## config.mk

```make
export PLATFORM = sky130hd
export DESIGN_NAME = uart_fifo_ctrl_flat
export DESIGN_NICKNAME = d
export VERILOG_FILES = /design/src/rtl/uart_fifo_ctrl_if.sv /design/src/rtl/uart_fifo_ctrl.sv /design/src/flat_wrapper.sv
export SDC_FILE = /design/constraint.sdc
export NUM_CORES = 1
export LEC_CHECK = 0
export CAP_MARGIN = 0
export CORE_MARGIN = 8
export CORE_UTILIZATION = 45
export CTS_CLUSTER_DIAMETER = 30
export DETAILED_ROUTE_END_ITERATION = 10
export PLACE_DENSITY = 0.82
export SLEW_MARGIN = 20
export SYNTH_ARGS = -nofsm -noshare
export SYNTH_HDL_FRONTEND = slang
export SYNTH_SLANG_ARGS = --single-unit
```

## constraint.sdc

```tcl
create_clock -name clk -period 2.5 [get_ports clk]
set_input_delay 0.5 -clock clk [delete_from_list [all_inputs] [get_ports clk]]
set_output_delay 0.5 -clock clk [all_outputs]
set_load 0.005 [all_outputs]
```

## src/rtl/uart_fifo_ctrl_if.sv

```systemverilog
`default_nettype none
// ============================================================================
// Module   : uart_fifo_ctrl_if
// Brief    : Producer, FIFO and UART-TX signals of uart_fifo_ctrl.
//            master = controller view, slave = surrounding logic view.
// Revision : 1.0
// ============================================================================
interface uart_fifo_ctrl_if #(
    parameter int DATA_W = 12,
    parameter int LVL_W  = 11
);
    logic              s0_valid;
    logic              s0_ready;
    logic [DATA_W-1:0] s0_data;
    logic              s1_valid;
    logic              s1_ready;
    logic [DATA_W-1:0] s1_data;
    logic              fifo_wr_en;
    logic [DATA_W-1:0] fifo_wr_data;
    logic              fifo_wr_full;
    logic              fifo_almost_full;
    logic              fifo_rd_en;
    logic [DATA_W-1:0] fifo_rd_data;
    logic              fifo_rd_empty;
    logic [LVL_W-1:0]  fifo_rd_level;
    logic              tx_valid;
    logic [7:0]        tx_byte;
    logic              tx_ready;
    logic              overflow_err;

    modport master (
        input  s0_valid, s0_data, s1_valid, s1_data,
        output s0_ready, s1_ready,
        output fifo_wr_en, fifo_wr_data,
        input  fifo_wr_full, fifo_almost_full,
        output fifo_rd_en,
        input  fifo_rd_data, fifo_rd_empty, fifo_rd_level,
        output tx_valid, tx_byte,
        input  tx_ready,
        output overflow_err
    );

    modport slave (
        output s0_valid, s0_data, s1_valid, s1_data,
        input  s0_ready, s1_ready,
        input  fifo_wr_en, fifo_wr_data,
        output fifo_wr_full, fifo_almost_full,
        input  fifo_rd_en,
        output fifo_rd_data, fifo_rd_empty, fifo_rd_level,
        input  tx_valid, tx_byte,
        output tx_ready,
        input  overflow_err
    );
endinterface
`default_nettype wire

```

## src/rtl/uart_fifo_ctrl.sv

```systemverilog
`default_nettype none
// ============================================================================
// Module   : uart_fifo_ctrl
// Brief    : Two-producer write arbiter and burst read sequencer (word -> two
//            bytes) around uart_fifo. Option: UART_FIFO_CTRL_STRICT_PRIO_EN.
// Revision : 1.0
// ============================================================================
module uart_fifo_ctrl #(
    parameter int DATA_W      = 12,
    parameter int LVL_W       = 11,
    parameter int BURST_MIN   = 16,
    parameter int TIMEOUT_CYC = 4096
) (
    input  wire logic         clk,
    input  wire logic         tb_rst,
    uart_fifo_ctrl_if.master  bus
);
    localparam int                 c_CNT_W     = (TIMEOUT_CYC > 1) ? $clog2(TIMEOUT_CYC) : 1;
    localparam logic [c_CNT_W-1:0] c_CNT_LAST  = c_CNT_W'(TIMEOUT_CYC - 1);
    localparam logic [LVL_W-1:0]   c_BURST_LVL = LVL_W'(BURST_MIN);

    typedef enum logic [2:0] {
        ST_IDLE    = 3'd0,
        ST_FETCH   = 3'd1,
        ST_CAPTURE = 3'd2,
        ST_SEND_HI = 3'd3,
        ST_SEND_LO = 3'd4
    } state_t;

    logic w_grant0;
    logic w_grant1;
    logic w_acc0;
    logic w_acc1;

`ifdef UART_FIFO_CTRL_STRICT_PRIO_EN
    assign w_grant0 = bus.s0_valid;
    assign w_grant1 = bus.s1_valid & ~bus.s0_valid;
`else
    // r_last1 = producer 1 was served last, so producer 0 wins the next tie
    logic r_last1;

    assign w_grant0 = bus.s0_valid & (~bus.s1_valid | r_last1);
    assign w_grant1 = bus.s1_valid & (~bus.s0_valid | ~r_last1);

    always_ff @(posedge clk or posedge tb_rst) begin
        if (tb_rst) begin
            r_last1 <= 1'b1;
        end else if (w_acc0) begin
            r_last1 <= 1'b0;
        end else if (w_acc1) begin
            r_last1 <= 1'b1;
        end
    end
`endif

    assign bus.s0_ready = w_grant0 & ~bus.fifo_almost_full;
    assign bus.s1_ready = w_grant1 & ~bus.fifo_almost_full;
    assign w_acc0       = w_grant0 & ~bus.fifo_almost_full;
    assign w_acc1       = w_grant1 & ~bus.fifo_almost_full;

    always_ff @(posedge clk or posedge tb_rst) begin
        if (tb_rst) begin
            bus.fifo_wr_en   <= 1'b0;
            bus.fifo_wr_data <= '0;
            bus.overflow_err <= 1'b0;
        end else begin
            bus.fifo_wr_en <= w_acc0 | w_acc1;
            if (w_acc0) begin
                bus.fifo_wr_data <= bus.s0_data;
            end else if (w_acc1) begin
                bus.fifo_wr_data <= bus.s1_data;
            end
            if (bus.fifo_wr_en && bus.fifo_wr_full) begin
                bus.overflow_err <= 1'b1;
            end
        end
    end

    state_t             r_state;
    logic [c_CNT_W-1:0] r_idle_cnt;
    logic [7:0]         r_word_lo;
    logic               w_trigger;

    assign w_trigger = ~bus.fifo_rd_empty &
                       ((bus.fifo_rd_level >= c_BURST_LVL) || (r_idle_cnt == c_CNT_LAST));

    // The high nibble goes straight to tx_byte at capture; only the low byte is kept.
    always_ff @(posedge clk or posedge tb_rst) begin
        if (tb_rst) begin
            r_state        <= ST_IDLE;
            r_idle_cnt     <= '0;
            r_word_lo      <= '0;
            bus.fifo_rd_en <= 1'b0;
            bus.tx_valid   <= 1'b0;
            bus.tx_byte    <= '0;
        end else begin
            case (r_state)
                ST_IDLE: begin
                    bus.fifo_rd_en <= 1'b0;
                    if (bus.fifo_rd_empty) begin
                        r_idle_cnt <= '0;
                    end else if (w_trigger) begin
                        r_idle_cnt     <= '0;
                        bus.fifo_rd_en <= 1'b1;
                        r_state        <= ST_FETCH;
                    end else begin
                        r_idle_cnt <= r_idle_cnt + c_CNT_W'(1);
                    end
                end
                ST_FETCH: begin
                    bus.fifo_rd_en <= 1'b0;
                    r_state        <= ST_CAPTURE;
                end
                ST_CAPTURE: begin
                    r_word_lo    <= bus.fifo_rd_data[7:0];
                    bus.tx_byte  <= 8'(bus.fifo_rd_data >> 8);
                    bus.tx_valid <= 1'b1;
                    r_state      <= ST_SEND_HI;
                end
                ST_SEND_HI: begin
                    if (bus.tx_ready) begin
                        bus.tx_byte <= r_word_lo;
                        r_state     <= ST_SEND_LO;
                    end
                end
                ST_SEND_LO: begin
                    if (bus.tx_ready) begin
                        bus.tx_valid <= 1'b0;
                        if (!bus.fifo_rd_empty) begin
                            bus.fifo_rd_en <= 1'b1;
                            r_state        <= ST_FETCH;
                        end else begin
                            r_state <= ST_IDLE;
                        end
                    end
                end
                default: begin
                    bus.fifo_rd_en <= 1'b0;
                    bus.tx_valid   <= 1'b0;
                    r_state        <= ST_IDLE;
                end
            endcase
        end
    end
endmodule
`default_nettype wire

```

## src/flat_wrapper.sv

```systemverilog
// flat-port wrapper written by rule: the top's interface ports become plain ports
module uart_fifo_ctrl_flat 
#(
    parameter int DATA_W      = 12,
    parameter int LVL_W       = 11,
    parameter int BURST_MIN   = 16,
    parameter int TIMEOUT_CYC = 4096
)
  (clk, tb_rst, bus_s0_valid, bus_s0_data, bus_s1_valid, bus_s1_data, bus_s0_ready, bus_s1_ready, bus_fifo_wr_en, bus_fifo_wr_data, bus_fifo_wr_full, bus_fifo_almost_full, bus_fifo_rd_en, bus_fifo_rd_data, bus_fifo_rd_empty, bus_fifo_rd_level, bus_tx_valid, bus_tx_byte, bus_tx_ready, bus_overflow_err);
  uart_fifo_ctrl_if #(.DATA_W(DATA_W), .LVL_W(LVL_W)) bus_i ();
  input  wire logic clk;
  input  wire logic tb_rst;
  input wire logic [$bits(bus_i.s0_valid)-1:0] bus_s0_valid;
  input wire logic [$bits(bus_i.s0_data)-1:0] bus_s0_data;
  input wire logic [$bits(bus_i.s1_valid)-1:0] bus_s1_valid;
  input wire logic [$bits(bus_i.s1_data)-1:0] bus_s1_data;
  output wire logic [$bits(bus_i.s0_ready)-1:0] bus_s0_ready;
  output wire logic [$bits(bus_i.s1_ready)-1:0] bus_s1_ready;
  output wire logic [$bits(bus_i.fifo_wr_en)-1:0] bus_fifo_wr_en;
  output wire logic [$bits(bus_i.fifo_wr_data)-1:0] bus_fifo_wr_data;
  input wire logic [$bits(bus_i.fifo_wr_full)-1:0] bus_fifo_wr_full;
  input wire logic [$bits(bus_i.fifo_almost_full)-1:0] bus_fifo_almost_full;
  output wire logic [$bits(bus_i.fifo_rd_en)-1:0] bus_fifo_rd_en;
  input wire logic [$bits(bus_i.fifo_rd_data)-1:0] bus_fifo_rd_data;
  input wire logic [$bits(bus_i.fifo_rd_empty)-1:0] bus_fifo_rd_empty;
  input wire logic [$bits(bus_i.fifo_rd_level)-1:0] bus_fifo_rd_level;
  output wire logic [$bits(bus_i.tx_valid)-1:0] bus_tx_valid;
  output wire logic [$bits(bus_i.tx_byte)-1:0] bus_tx_byte;
  input wire logic [$bits(bus_i.tx_ready)-1:0] bus_tx_ready;
  output wire logic [$bits(bus_i.overflow_err)-1:0] bus_overflow_err;
  assign bus_i.s0_valid = bus_s0_valid;
  assign bus_i.s0_data = bus_s0_data;
  assign bus_i.s1_valid = bus_s1_valid;
  assign bus_i.s1_data = bus_s1_data;
  assign bus_s0_ready = bus_i.s0_ready;
  assign bus_s1_ready = bus_i.s1_ready;
  assign bus_fifo_wr_en = bus_i.fifo_wr_en;
  assign bus_fifo_wr_data = bus_i.fifo_wr_data;
  assign bus_i.fifo_wr_full = bus_fifo_wr_full;
  assign bus_i.fifo_almost_full = bus_fifo_almost_full;
  assign bus_fifo_rd_en = bus_i.fifo_rd_en;
  assign bus_i.fifo_rd_data = bus_fifo_rd_data;
  assign bus_i.fifo_rd_empty = bus_fifo_rd_empty;
  assign bus_i.fifo_rd_level = bus_fifo_rd_level;
  assign bus_tx_valid = bus_i.tx_valid;
  assign bus_tx_byte = bus_i.tx_byte;
  assign bus_i.tx_ready = bus_tx_ready;
  assign bus_overflow_err = bus_i.overflow_err;
  uart_fifo_ctrl #(.DATA_W(DATA_W), .LVL_W(LVL_W), .BURST_MIN(BURST_MIN), .TIMEOUT_CYC(TIMEOUT_CYC)) u_core (.clk(clk), .tb_rst(tb_rst), .bus(bus_i));
endmodule
```

==> results.ini, run 1 <==
[outcome]
status=finished, final reports clean

[die]
ios=81
die_y_um=88.6
core_um2=5110
die_area_um2=7840
rows=26
dieWidth_um=88.6
initial_core_util_pct=46.4

[clocking]
clk_pin_slew_ps=80
root_buffer=clkbuf_8
clock_latency_ps=310
cts_tree=yes
cts_inserted_buffers=5
h-tree-depth=2
cts.sinks=48
cts_max_path_buffers=2
holdBufCountCts=0
cts_setup_buffers=0

[pwr]
p_sw_uw=914
ir_drop_mv=0.418
intPower_mw=1.80
combPwrFrac_pct=37.5
power_density_nw_per_um2=813
power_frac_seq_pct=41.8
clock_power_share_pct=20.6
p_leak_nw=1.41
switching_share_pct=33.6

[logic_synthesis]
synthCells=254
syn_avg_cell_area_um2=9.33
seq_area_frac_synth_pct=50.7
synth_seq_cells=48
synth_cell_types=39
syn_area_um2=2370
ys_warn_count=0
synth.net_count=310

[timing]
setup_viol=0
finalSetupTns_ps=0
final.setup.worst_slack_ps=167
fmax_mhz=429
period_minus_slack_ps=2330
rsz0062_at_grt=false
skew_ps=9.40
fin_crit_sh_pct=93.3
worstMarginPinSlew_ps=607
finalHoldViolations=0
slew_violations=0
hold_ws_ps=475
relSlewSlack_pct=59.2

[worst_setup_path]
r2r-start=u_core.r_state[1]
critPathKind=input port to output port
critPathTopFamily=buffers and inverters
r2r-end=u_core.r_idle_cnt[7]
cpMaxStageDelayCell=clkdlybuf4s50_1
setup.worst_path.end_class=output port
worstRegToRegCells=4
cp_slowest_stage_delay_ps=520
crit_chain=clkdlybuf4s50_1 > nand2b_1 > a21oi_1 > clkdlybuf4s50_1
crit_fanout=4
crit_required_ps=2000
r2r_setup_slack_ps=510
crit_path_frequent_cell=clkdlybuf4s50_1
crit_buf_inv=2
arrival_ps=1830
start_kind=input port

[cells_and_area]
nets=388
diodes=0
drive_gt1_share_pct=7.21
final.fill_count=415
syn_to_final_growth_pct=41.0

[grt]
first_global_vias=2135
grt_use_total_pct=16.5
grt_first_pass_wirelength_um=10100
antenna_found_initial=0
overflow=0
grt_max_degree=29

[placed_design]
dp_hpwl_um=4610
gp_congestion=0.807
port_buffers=76
preCtsSetupSlack_ps=38.0

[detailed_routing]
wirelength_um=5940
first_pass_iters=5
final_antenna_net_count=0
drc_errors=0
first_iter_violations=108
wl_per_cell_um=14.7
viasPerCell=5.29
num_vias=2132

[worst_hold_path]
holdPathStages=1
holdCritPathClass=flip-flop to flip-flop
min_to=u_core.bus.overflow_err
hp-start=u_core.bus.overflow_err

[run]
max-cap-violations=0

[cells in the final DEF (no fill, tap or decap), types with 3 or more instances in the layout]
| master | count |
|---|---|
| clkbuf_8 | 5 |
| o41ai_1 | 3 |
| o21ai_0 | 27 |
| a22o_1 | 4 |
| a31oi_1 | 3 |
| nand3_1 | 7 |
| inv_1 | 12 |
| or4_1 | 5 |
| buf_4 | 7 |
| a21oi_1 | 8 |
| nor3_1 | 5 |
| nor2_1 | 11 |
| dfrtp_1 | 47 |
| clkdlybuf4s50_1 | 75 |
| o22ai_1 | 9 |
| mux2i_1 | 17 |
| a21o_1 | 3 |
| nand2_1 | 52 |
| nand4_1 | 3 |
[synthesized netlist by cell type (all sizes together)]
library cell,n,area [um^2]
inv,13,48.8
a21oi,8,40.0
nor4b,1,8.76
a41o,1,10.0
clkbuf,10,47.5
o41ai,3,26.3
o21bai,2,15.0
a21o,3,22.5
or4,7,60.1
o21ai,27,135
a31o,1,8.76
a211oi,2,15.0
o311ai,1,8.76
o22ai,9,56.3
o211ai,1,7.51
nor3,5,25.0
buf,3,23.8
and2b,1,8.76
or2,2,15.0
nand3,7,35.0
dfrtp,47,1180
o22a,1,8.76
or3,1,11.3
nand2b,2,12.5
ha,1,12.5
nor2b,2,12.5
dfstp,1,26.3
a22o,4,35.0
nand4,3,18.8
mux2i,17,170
nand2,52,195
a31oi,3,18.8
nor2,11,41.3
nor4,2,12.5
[cell type report]
class / count / area (um^2) / area share [%]
Clock buffer: 7 / 76.3 / 2.28
Clock inverter: 1 / 30.0 / 0.899
Sequential cell: 48 / 1200 / 36.0
Multi-Input combinational cell: 180 / 1060 / 31.7
Inverter: 13 / 48.8 / 1.46
Timing Repair Buffer: 84 / 836 / 25.0
Tap cell: 70 / 87.6 / 2.62
[state kept, by name (all words and copies together), names as in the netlist]
| register | count |
|---|---|
| u_core.bus.tx_byte | 8 |
| u_core.r_word_lo | 8 |
| u_core.bus.overflow_err | 1 |
| u_core.r_state | 3 |
| u_core.bus.fifo_wr_en | 1 |
| u_core.bus.fifo_wr_data | 12 |
| u_core.bus.fifo_rd_en | 1 |
| u_core.r_last1 | 1 |
| u_core.r_idle_cnt | 12 |
| u_core.bus.tx_valid | 1 |
[per-layer routing]
metal / share of wire [%] / track usage [%] / up-vias
met3: 8.0 / 6.69 / 9
met5: 0 / 0 / -
met4: 2.0 / 6.91 / 0
li1: - / - / 1058
met2: 47 / 25.8 / 66
met1: 43 / 19.7 / 999
[power groups by stage]
stage | clock (mW) | combinational [mW] | sequential (mW)
finish | 0.560 | 1.02 | 1.14
global route | 0.603 | 1.14 | 1.16
CTS | 0.565 | 1.03 | 1.14
detailed placement | 0 | 1.03 | 1.15
global placement | 0 | 1.00 | 1.14
floorplan | 0 | 0.615 | 1.11
[cells by family after synthesis]
family / after synthesis / synth area share (%)
AO/OA/AOI/OAI: 66 / 17.2
adder cells (fa/ha/maj): 1 / 0.528
buffers and inverters: 26 / 5.07
flip-flops: 48 / 50.7
multiplexers: 17 / 7.18
AND/OR/NAND/NOR: 96 / 19.3
[metrics by stage]
step / cells / utilization [%] / instance area, um^2 / total power [mW]
final: 403 / 65.4 / 3340 / 2.72
after global routing: 403 / 65.4 / 3340 / 2.91
after CTS: 403 / 65.2 / 3330 / 2.73
after detailed placement: 395 / 63.1 / 3220 / 2.18
after global placement: 395 / 63.1 / 3220 / 2.14
after floorplan: 254 / - / 2370 / 1.73
[what timing repair did]
item / in CTS / in global routing
setup endpoints to repair: 0 / 1
endpoints found under the hold margin: 0 / 0
gates resized for setup: 0 / 2
[how the worst max path moves through the flow]
stage	startpoint	slack [ps]	endpoint	depth (start not counted)
finish	bus_fifo_almost_full	170	bus_s1_ready	4
global route	bus_fifo_almost_full	70	bus_s1_ready	4
CTS	bus_s0_valid	40	bus_s0_ready	4
detailed placement	bus_fifo_rd_empty	40	u_core.r_idle_cnt[8]	5
global placement	bus_fifo_rd_empty	50	u_core.r_idle_cnt[8]	5
floorplan	bus_fifo_rd_level[6]	520	u_core.r_idle_cnt[8]	4
Note: power is estimated with default switching activity, not from simulation.
==> run 2: changes to the inputs <==
- CORE_UTILIZATION: 45 -> 47
- CTS_BUF_LIST: unset -> sky130_fd_sc_hd__clkbuf_8
- HOLD_SLACK_MARGIN: unset -> 0.02
- PLACE_DENSITY: 0.82 -> 0.85
==> run 2 against run 1 <==
  * Clock-buffer cell count is 1 lower
  * Largest power group unchanged
  * First-iteration DRC count is 63% higher
  * Total power shrank 2.5%
  * Hold slack worse by 1.1 ps
  * Largest cell class unchanged
  * Register-to-register slack improved by 70 ps
  * Clock skew down 0.77 ps
  * Final area is 0.15% lower
  * Maximum frequency is 2.7% lower
  * Critical path depth unchanged
==> results.ini, run 2 (synthesis results as in run 1) <==
[placed_design]
placed_area_um2=3240
dp_cells=397
preCtsSetupSlack_ps=24.9
port_buffers=76
dp_hpwl_um=4760
gp_congestion=0.819

[timing]
skew_ps=8.63
finalSetupTns_ps=0
relSlewSlack_pct=62.6
period_minus_slack_ps=2400
rsz0062_at_grt=false
fin_crit_sh_pct=95.9
final.setup.worst_slack_ps=102
slew_violations=0
finalHoldViolations=0
worstMarginPinSlew_ps=556
setup_viol=0
fmax_mhz=417

[worst_setup_path]
crit_start=bus_s0_valid
worstRegToRegCells=5
crit_required_ps=2000
arrival_ps=1900
r2r-start=u_core.r_idle_cnt[3]
cpMaxStageDelayCell=clkdlybuf4s50_1
crit_cells=4
crit_chain=clkdlybuf4s50_1 > inv_1 > a211oi_2 > clkdlybuf4s50_1
endpoint=bus_s0_ready
critPathTopFamily=buffers and inverters
crit_buf_inv=3
setup.worst_path.end_class=output port
start_kind=input port
r2r_setup_slack_ps=580
r2r-end=u_core.r_idle_cnt[5]
crit_fanout=3
crit_path_frequent_cell=clkdlybuf4s50_1
critPathKind=input port to output port
cp_slowest_stage_delay_ps=570

[grt]
first_global_vias=2226
grt_use_total_pct=17.4
overflow=0
grt_first_pass_wirelength_um=10300
grt_max_degree=29
antenna_found_initial=0

[cells_and_area]
final_cell_mix=76 x clkdlybuf4s50_1, 52 x nand2_1, 47 x dfrtp_1
syn_to_final_growth_pct=40.8
diodes=0
instances_no_fill=405
drive_gt1_share_pct=8.36
nets=390
top_regs=u_core.bus.fifo_wr_data (12), u_core.r_idle_cnt (12)
final_common_cell=clkdlybuf4s50_1
final_area_um2=3340

[clocking]
root_buffer=clkbuf_8
cts.repair.resized=0
h-tree-depth=2
clock_latency_ps=300
cts_tree=yes
cts.sinks=48
cts_max_path_buffers=2
holdBufCountCts=0
clk_pin_slew_ps=80
cts_inserted_buffers=5
cts_setup_buffers=0

[detailed_routing]
viasPerCell=5.30
final_antenna_net_count=0
first_pass_iters=4
wl_per_cell_um=15.1
drc_errors=0
wirelength_um=6130
first_iter_violations=176
num_vias=2146

[die]
rows=26
ios=81
die_y_um=87.0
initial_core_util_pct=47.6
die_area_um2=7570
dieWidth_um=87.0
core_um2=4980

[pwr]
ir_drop_mv=0.457
p_leak_nw=1.41
power_density_nw_per_um2=794
power_mw=2.65

[outcome]
status=finished, final reports clean

[worst_hold_path]
holdCritPathClass=flip-flop to flip-flop

[run]
max-cap-violations=0

[run 2: cell types whose count changed in the layout (fill, tap and decap cells not counted), sizes merged]
cell           before  now
inv                13   14
clkdlybuf4s50      75   76
dlymetal6s2s        1    0
bufinv              1    0
clkbuf              7    6
buf                 8   10
clkinv              0    1
[run 2: power breakdown]
| group | internal [mW] | total, mW | switching, mW |
|---|---|---|---|
| clock network | 0.227 | 0.493 | 0.267 |
| registers | 0.981 | 1.13 | 0.150 |
| logic | 0.523 | 1.03 | 0.502 |
| total | 1.73 | 2.65 | 0.919 |
[run 2: worst min-delay path by stage]
stage / from / end / cells after the start
2_1_floorplan: u_core.r_word_lo[4] / u_core.r_word_lo[4] / 2
3_3_place_gp: u_core.bus.overflow_err / u_core.bus.overflow_err / 1
5_1_grt: u_core.bus.overflow_err / u_core.bus.overflow_err / 1
6_report: u_core.bus.overflow_err / u_core.bus.overflow_err / 1
3_5_place_dp: u_core.bus.overflow_err / u_core.bus.overflow_err / 1
4_1_cts: u_core.bus.overflow_err / u_core.bus.overflow_err / 1
[run 2: metrics by stage]
stage               hold WS [ps]  util (%)
floorplan                    445         -
global placement             445      65.1
detailed placement           448      65.1
CTS                          470      67.0
global route                 483      67.0
finish                       474      67.0
[run 2: area by class of cell]
| type | instances | area [um^2] |
|---|---|---|
| clock buffer | 6 | 82.6 |
| clock inverter | 2 | 13.8 |
| fill | 377 | 1640 |
| inverter | 13 | 48.8 |
| multi-input combinational | 180 | 1050 |
| sequential | 48 | 1200 |
| tap | 70 | 87.6 |
| timing repair buffer | 86 | 848 |
[run 2: metal layers]
metal	track usage [%]	vias to the layer above	share of wire, %
met3	7.08	13	7.7
li1	-	1063	-
met5	0	-	0
met2	28.8	57	50
met4	6.89	0	2.3
met1	19.4	1013	40
==> run 3: changes to the inputs <==
- ABC_AREA: unset -> 1
- MAX_ROUTING_LAYER: unset -> met4
- PLACE_DENSITY: 0.85 -> 0.82
==> run 3 against run 2 <==
  * Clock-buffer cell count unchanged
  * Synthesized cell count up 19%
  * Largest cell class unchanged
  * Register-to-register slack better by 280 ps
  * Highest routed layer unchanged
==> results.ini, run 3 <==
[die]
dieWidth_um=88.0
initial_core_util_pct=48.3
rows=26
core_um2=5040
die_area_um2=7750
die_y_um=88.0
ios=81

[logic_synthesis]
async_reset_ff_share_pct=100
synth-edff-count=0
yosysTopAreaCell=dfrtp_1
syn_area_um2=2440
ys_top_cells_by_area=dfrtp_1 48%, nand2_1 12%, o21ai_0 8.4%
synthCells=303
ys_warn_count=0
synth_cell_types=33
synth.net_count=359
netlist_top_cells_count=77 x nand2_1, 47 x dfrtp_1, 41 x o21ai_0
yosysMostFrequentCell=nand2_1
synth_seq_cells=48
synth_top_area_share_pct=48.3
syn_avg_cell_area_um2=8.04
seq_area_frac_synth_pct=49.3
synth_flop_cell=dfrtp_1

[worst_setup_path]
endpoint=bus_s1_ready
r2r-end=u_core.bus.tx_byte[0]
start_kind=input port
r2r-start=u_core.r_state[0]
r2r_setup_slack_ps=860
crit_fanout=3
crit_start=bus_s1_valid
crit_required_ps=2000
setup.worst_path.end_class=output port
arrival_ps=1830
critPathKind=input port to output port
worstRegToRegCells=5

[clocking]
cts_tree=yes
cts_inserted_buffers=5
clock_latency_ps=300
holdBufCountCts=0
root_buffer=clkbuf_8
cts_setup_buffers=0
cts.sinks=48
h-tree-depth=2
cts_max_path_buffers=2
cts.repair.resized=0
clk_pin_slew_ps=90

[grt]
antenna_found_initial=0
overflow=0
grt_max_degree=44
grtUsageMet1_pct=21.1
first_global_vias=2355
gr-max-usage-layer=met2
use_met3_pct=6.38
grt_use_met2_pct=28.0
grt_first_pass_wirelength_um=10700
grt_use_total_pct=17.9

[detailed_routing]
num_vias=2257
drc_errors=0
first_pass_iters=4
wirelength_um=6100
viasPerCell=4.98
wl_per_cell_um=13.5
final_antenna_net_count=0
first_iter_violations=103

[timing]
skew_ps=9.12
finalHoldViolations=0
rsz0062_at_grt=false
relSlewSlack_pct=64.2
period_minus_slack_ps=2330
setup_viol=0
worstMarginPinSlew_ps=537
hold_ws_ps=379
fin_crit_sh_pct=93.1
finalSetupTns_ps=0
slew_violations=0
fmax_mhz=430

[worst_hold_path]
holdCritPathClass=input port to asynchronous set/reset pin

[pwr]
intPower_mw=1.71
combPwrFrac_pct=38.5
switching_share_pct=36.1
ir_drop_mv=0.454
p_leak_nw=1.48
power_frac_seq_pct=43.1
power_density_nw_per_um2=796
p_sw_uw=965
clock_power_share_pct=18.5

[placed_design]
gp_congestion=0.843
port_buffers=76
placed_area_um2=3270
dp_hpwl_um=4540

[cells_and_area]
final_common_cell=nand2_1
ff_latch_area_um2=1200
final_cell_mix=77 x nand2_1, 76 x clkdlybuf4s50_1, 47 x dfrtp_1
top_regs=u_core.bus.fifo_wr_data (12), u_core.r_idle_cnt (12)
multiInputGateArea_um2=1090
nets=438
drive_gt1_share_pct=10.4
final_util_pct=66.7
diodes=0
final_area_um2=3360
final.fill_count=434
syn_to_final_growth_pct=38.0

[outcome]
status=finished, final reports clean

[run]
max-cap-violations=0

run 3: cell count changes after synthesis, sizes merged, moves of 7 or more:
cell    delta
nand2     +31
o22ai      -8
nor2      +29
or4        -7
o21ai     +20
mux2i     -17
inv       +13
nand3     +24
clkbuf     -9
run 3: layout make-up:
type	instances	share of cell area, %
Clock buffer	6	2.45
Clock inverter	2	0.409
Inverter	26	2.98
Multi-Input combinational cell	221	32.3
Sequential cell	48	35.7
Tap cell	70	2.60
Timing Repair Buffer	80	23.5
run 3: worst max-delay path: stages:
cell and delay [ps]:
clkdlybuf4s50_1 460, inv_1 60, a211oi_1 240, clkdlybuf4s50_1 560
run 3: how the worst min path moves through the flow:
stage	end	cells past startpoint
floorplan	u_core.r_word_lo[0]	2
global placement	u_core.bus.overflow_err	1
detailed placement	u_core.bus.overflow_err	1
CTS	u_core.r_word_lo[4]	2
global route	u_core.r_word_lo[5]	2
finish	u_core.r_word_lo[5]	2
run 3: power groups by stage:
| stage | Combinational (mW) | Clock, mW | Sequential [mW] |
|---|---|---|---|
| floorplan | 0.608 | 0 | 1.15 |
| global placement | 1.02 | 0 | 1.16 |
| detailed placement | 1.04 | 0 | 1.17 |
| CTS | 1.05 | 0.511 | 1.15 |
| global route | 1.17 | 0.547 | 1.18 |
| finish | 1.03 | 0.494 | 1.15 |
run 3: metal layers:
layer | part of all wire [%] | wire length (um) | vias to the layer above
met4 | 1.9 | 115 | 0
met2 | 46 | 2810 | 70
li1 | - | - | 1143
met1 | 45 | 2720 | 1029
met3 | 7.5 | 455 | 15
met5 | 0 | 0 | -
run 3: through the flow:
step | worst slack (ps) | std cells | total power [mW]
after floorplan | 857 | 303 | 1.76
after CTS | 164 | 453 | 2.71
after global routing | 108 | 453 | 2.90
after global placement | 202 | 445 | 2.17
final | 173 | 453 | 2.68
after detailed placement | 175 | 445 | 2.21
run 3: cells by family after synthesis:
| group | after synthesis | synth area share (%) |
|---|---|---|
| simple gates | 159 | 30.2 |
| compound gates | 59 | 13.1 |
| flops | 48 | 49.3 |
| buf+inv | 34 | 6.06 |
| xor+xnor | 2 | 0.719 |
| fa+ha+maj | 1 | 0.513 |
